===== src/rtl/fetch_pkg.sv =====
// rtl/fetch_pkg.sv - shared types and constants for the instruction fetch sequencer
package fetch_pkg;

    typedef enum logic [1:0] {
        S_IDLE  = 2'd0,
        S_FETCH = 2'd1,
        S_DRAIN = 2'd2
    } state_e;

    localparam logic [31:0] PC_INCR = 32'd4;
    localparam int          ENTRY_W = 64;

    typedef struct packed {
        logic [31:0] pc;
        logic [31:0] instr;
    } fetch_entry_t;

    function automatic logic [31:0] align_pc(input logic [31:0] pc);
        return {pc[31:2], 2'b00};
    endfunction

endpackage


===== src/rtl/fetch_queue.sv =====
// rtl/fetch_queue.sv - small power-of-two FIFO holding fetched {pc,instr} entries
module fetch_queue #(
    parameter int DEPTH = 2,
    parameter int WIDTH = 64
) (
    input  logic                       clk,
    input  logic                       rst,
    input  logic                       push_i,
    input  logic [WIDTH-1:0]           wdata_i,
    input  logic                       pop_i,
    input  logic                       flush_i,
    output logic [$clog2(DEPTH):0]     count_o,
    output logic [WIDTH-1:0]           head_o
);

    localparam int PW = $clog2(DEPTH);
    localparam int CW = PW + 1;

    logic [WIDTH-1:0] mem_q [DEPTH];
    logic [PW-1:0]    rd_ptr_q, rd_ptr_d;
    logic [PW-1:0]    wr_ptr_q, wr_ptr_d;
    logic [CW-1:0]    count_q, count_d;

    // Flush wins over push/pop: a redirect discards everything younger than the popped head.
    always_comb begin
        rd_ptr_d = rd_ptr_q;
        wr_ptr_d = wr_ptr_q;
        count_d  = count_q;
        if (flush_i) begin
            rd_ptr_d = '0;
            wr_ptr_d = '0;
            count_d  = '0;
        end else begin
            if (push_i) wr_ptr_d = wr_ptr_q + PW'(1);
            if (pop_i)  rd_ptr_d = rd_ptr_q + PW'(1);
            count_d = count_q + CW'(push_i) - CW'(pop_i);
        end
    end

    always_ff @(posedge clk or posedge rst) begin
        if (rst) begin
            rd_ptr_q <= '0;
            wr_ptr_q <= '0;
            count_q  <= '0;
            for (int i = 0; i < DEPTH; i++) mem_q[i] <= '0;
        end else begin
            rd_ptr_q <= rd_ptr_d;
            wr_ptr_q <= wr_ptr_d;
            count_q  <= count_d;
            if (push_i && !flush_i) mem_q[wr_ptr_q] <= wdata_i;
        end
    end

    assign count_o = count_q;
    assign head_o  = mem_q[rd_ptr_q];

endmodule


===== src/rtl/fetch_sequencer.sv =====
// rtl/fetch_sequencer.sv - fetch PC owner, imem address driver and decode-facing fetch queue
module fetch_sequencer
    import fetch_pkg::*;
#(
    parameter logic [31:0] RESET_PC = 32'h0000_0000,
    parameter int          QDEPTH   = 2
) (
    input  logic        clk,
    input  logic        rst,
    input  logic        go,
    input  logic        halt_req,
    input  logic        taken_br,
    input  logic [31:0] br_tgt_pc,
    output logic [31:0] imem_addr,
    input  logic [31:0] imem_instr,
    output logic        out_valid,
    input  logic        out_ready,
    output logic [31:0] out_pc,
    output logic [31:0] out_instr,
    output logic        busy
);

    localparam int CW = $clog2(QDEPTH) + 1;

    state_e       state_q;
    logic [31:0]  fetch_pc_q, fetch_pc_d;
    logic [CW-1:0] count;
    fetch_entry_t wentry, head;
    logic         pop, push, full, drained;

    assign out_valid = (count != '0);
    assign full      = (count == CW'(QDEPTH));
    assign pop       = out_valid & out_ready;
    assign push      = (state_q == S_FETCH) & ~halt_req & ~taken_br & (~full | pop);
    // Only a pop can move the queue while draining, so this is "empty after this cycle".
    assign drained   = (count == '0) | ((count == CW'(1)) & pop);

    assign wentry.pc    = fetch_pc_q;
    assign wentry.instr = imem_instr;

    always_comb begin
        fetch_pc_d = fetch_pc_q;
        if (taken_br)  fetch_pc_d = align_pc(br_tgt_pc);
        else if (push) fetch_pc_d = fetch_pc_q + PC_INCR;
    end

    always_ff @(posedge clk or posedge rst) begin
        if (rst) begin
            state_q    <= S_IDLE;
            fetch_pc_q <= RESET_PC;
        end else begin
            fetch_pc_q <= fetch_pc_d;
            case (state_q)
                S_IDLE: begin
                    if (go && !halt_req) state_q <= S_FETCH;
                end
                S_FETCH: begin
                    if (halt_req) state_q <= S_DRAIN;
                end
                S_DRAIN: begin
                    if (taken_br)              state_q <= S_IDLE;
                    else if (go && !halt_req)  state_q <= S_FETCH;
                    else if (drained)          state_q <= S_IDLE;
                end
                default: state_q <= S_IDLE;
            endcase
        end
    end

    fetch_queue #(
        .DEPTH (QDEPTH),
        .WIDTH (ENTRY_W)
    ) u_queue (
        .clk     (clk),
        .rst     (rst),
        .push_i  (push),
        .wdata_i (wentry),
        .pop_i   (pop),
        .flush_i (taken_br),
        .count_o (count),
        .head_o  (head)
    );

    assign imem_addr = fetch_pc_q;
    assign out_pc    = head.pc;
    assign out_instr = head.instr;
    assign busy      = (state_q != S_IDLE) | out_valid;

endmodule


===== config.mk =====
export PLATFORM = sky130hd
export DESIGN_NAME = fetch_sequencer
export DESIGN_NICKNAME = d
export VERILOG_FILES = /design/src/rtl/fetch_pkg.sv /design/src/rtl/fetch_queue.sv /design/src/rtl/fetch_sequencer.sv
export SDC_FILE = /design/constraint.sdc
export NUM_CORES = 1
export LEC_CHECK = 0
export ABC_CLOCK_PERIOD_IN_PS = 6700
export BUFFER_PORTS_ARGS = -buffer_cell sky130_fd_sc_hd__buf_2
export CAP_MARGIN = 20
export CORE_MARGIN = 8
export CORE_UTILIZATION = 25
export CTS_CLUSTER_SIZE = 40
export DETAILED_ROUTE_END_ITERATION = 10
export GPL_TIMING_DRIVEN = 0
export MAX_ROUTING_LAYER = met4
export PLACE_DENSITY = 0.51
export SLEW_MARGIN = 0
export SYNTH_ARGS = -nofsm -noshare
export SYNTH_HDL_FRONTEND = slang
export SYNTH_HIERARCHICAL = 1
export SYNTH_SLANG_ARGS = --single-unit

===== constraint.sdc =====
create_clock -name clk -period 6.7 [get_ports clk]
set_input_delay 1.675 -clock clk [delete_from_list [all_inputs] [get_ports clk]]
set_output_delay 1.675 -clock clk [all_outputs]
set_load 0.02 [all_outputs]

==> results.json <==
{
  "grt_remaining_overflow": 0,
  "grtUsageMet3_pct": 3.50,
  "ant_nets": 0,
  "diodes": 0,
  "synthesis.area_mm2": 0.00810,
  "endpoint": "out_pc[14]",
  "status": "completed",
  "regArea_mm2": 0.00410,
  "use_met1_pct": 16.6,
  "cts_sinks": 164,
  "vias": 5032,
  "synth-xor-area-share_pct": 3.63,
  "syn_area_per_cell_um2": 14.1,
  "htreeDepth": 4,
  "final_cell_mix": "170 x buf_2, 164 x dfrtp_1, 128 x mux2_2",
  "rows": 66,
  "drive_above_1_share_pct": 55.7,
  "cts-buffers-inserted": 17,
  "maxSlewHeadroom_pct": 47.1,
  "netlist_top_cells_area": "dfrtp_1 51%, mux2_2 18%, mux2_4 11%, xnor2_1 2.6%, nand2_1 1.9%",
  "core_mm2": 0.0322,
  "arrival_ps": 2060,
  "synth_mux_area_share_pct": 29.7,
  "first_pass_iters": 4,
  "async_reset_ff_share_pct": 100,
  "power_density_mw_per_mm2": 343,
  "hold_class": "reg2reg",
  "io_pins": 168,
  "yosysUniqueCellTypes": 46,
  "cp-startpoint": "u_queue/rd_ptr_q",
  "drc_errors": 0,
  "synthToLayoutAreaGrowth_pct": 24.1,
  "synth-compound-area-share_pct": 1.96,
  "grt_use_met2_pct": 18.9,
  "r2r_cells": 7,
  "ctsHoldBuffers": 0,
  "root_buffer": "clkbuf_16",
  "final_common_cell": "buf_2",
  "clkSlewWorstSetupHoldPaths_ps": 70,
  "synth-edff-count": 0,
  "gr-usage-all-layers_pct": 12.6,
  "pre_cts_ws_ps": 2870,
  "dieWidth_um": 196,
  "postSynthCellCount": 573,
  "cts_max_path_buffers": 2,
  "critPathMaxFanout": 10,
  "rsz0062_at_grt": "no",
  "synth-adder-area-share_pct": 0.464,
  "maxCapViolCount": 0,
  "grt_max_degree": 81,
  "worstHoldStart": "u_queue/mem_q[121]",
  "die_area_mm2": 0.0384,
  "ys_seq_area_share_pct": 50.7,
  "synth_top_area_share_pct": 50.7,
  "synth-seq-cells": 164,
  "p_leak_nw": 4.88,
  "hold_violations": 0,
  "critPathCaptureType": "output port",
  "setup_viol": 0,
  "antenna_found_initial": 0,
  "synth_top_family_by_area": "multiplexers",
  "multi_input_area_mm2": 0.00365,
  "postCtsSetupRepairBufs": 0,
  "fin_ws_ps": 2970,
  "finalMaxSlewViolations": 0,
  "routabilityCongestion": 0.751,
  "synth_simple_gate_area_share_pct": 8.99,
  "ir_drop_mv": 0.188,
  "synth_top_cell_by_area": "dfrtp_1",
  "post_drt_via_cell_ratio": 4.26,
  "synth_top_flop_cell": "dfrtp_1",
  "worstMarginPinSlew_ps": 793,
  "numPortBuffers": 163,
  "yosys_warnings": 6,
  "total_power_mw": 3.45,
  "critical_path_required_ps": 5030,
  "clk_latency_ps": 430,
  "final_core_util_pct": 31.2,
  "grt_pass1_vias": 5581,
  "drt-total-wl_um": 22500,
  "grt_pass1_wl_um": 35600,
  "start_util_pct": 25.1,
  "fmax_mhz": 268,
  "reg2reg_to": "u_queue/mem_q[103]",
  "dieHeight_um": 196,
  "start_kind": "register",
  "clock_skew_ps": 9.30,
  "dp_hpwl_um": 16400,
  "r2r_start": "state_q[1]",
  "wl_per_cell_um": 19.1,
  "period_share_pct": 55.7,
  "r2r_setup_slack_ps": 4280,
  "finalCriticalPeriod_ps": 3730,
  "cts_resized": 0,
  "fin_nets": 834,
  "critPathKind": "reg2out",
  "drt_iter0_drc": 222,
  "gr-max-usage-layer": "met2",
  "tritoncts": "yes",
  "num-fill-cells": 3307
}
synth_stat cells, drive strengths merged (3+ instances only):
master / instances
nand2: 40
and2: 3
ha: 3
nor4: 12
and4: 3
buf: 27
and3: 3
inv: 9
xor2: 7
mux2: 193
nor3: 7
nand3: 10
o21ai: 30
nand4: 4
dfrtp: 164
nor2: 10
clkbuf: 7
xnor2: 24
worst min-delay path by stage:
| stage | endpoint | slack (ps) | cells past startpoint |
|---|---|---|---|
| final | u_queue/mem_q[121] | 490 | 1 |
| after global routing | u_queue/mem_q[121] | 510 | 1 |
| after CTS | u_queue/mem_q[120] | 490 | 1 |
| after detailed placement | u_queue/mem_q[120] | 470 | 1 |
| after global placement | u_queue/mem_q[119] | 470 | 1 |
| after floorplan | u_queue/mem_q[118] | 450 | 1 |
registers in the layout, indices dropped and copies added (netlist names):
name and flops:
imem_addr 30, u_queue/rd_ptr_q 1, state_q 2, u_queue/wr_ptr_q 1, u_queue/mem_q 128, u_queue/count_o 2
cell type report:
cell class | instances | area share [%]
Clock buffer | 20 | 4.35
Clock inverter | 10 | 1.35
Tap cell | 408 | 5.08
Sequential cell | 164 | 40.9
Timing Repair Buffer | 164 | 8.39
Multi-Input combinational cell | 371 | 36.3
Buffer | 34 | 3.26
Inverter | 9 | 0.386
cells by family (layout without fill, tap and decap cells):
kind of cell	after synthesis	count (layout)
adders and majority gates	3	3
xor gates and xnor gates	32	32
AOI/OAI and AO/OA	31	31
muxes	194	194
and+or+nand+nor	105	105
DFF	164	164
buffers and inverters	43	237
other	1	6
critical path, stage by stage (launching register included):
cell	delay, ps
dfrtp_1	330
buf_2	250
buf_2	450
mux2_2	420
buf_2	170
routing by layer:
| metal | vias up | wire length [um] |
|---|---|---|
| li1 | 2394 | - |
| met1 | 2521 | 11100 |
| met2 | 107 | 10300 |
| met3 | 10 | 964 |
| met4 | 0 | 212 |
| met5 | - | 0 |
stage by stage:
stage	TNS (ps)	hold WS [ps]	area (um2)	instances
3_5_place_dp	0	474	9470	1150
4_1_cts	0	491	10000	1180
2_1_floorplan	0	454	8120	578
3_3_place_gp	-81970	467	9440	1149
6_report	0	489	10000	1180
5_1_grt	0	505	10000	1180
power breakdown:
group / internal, mW / switching (mW)
clock: 0.580 / 0.409
sequential: 1.18 / 0.122
combinational: 0.520 / 0.635
(Power assumes the default switching activity.)
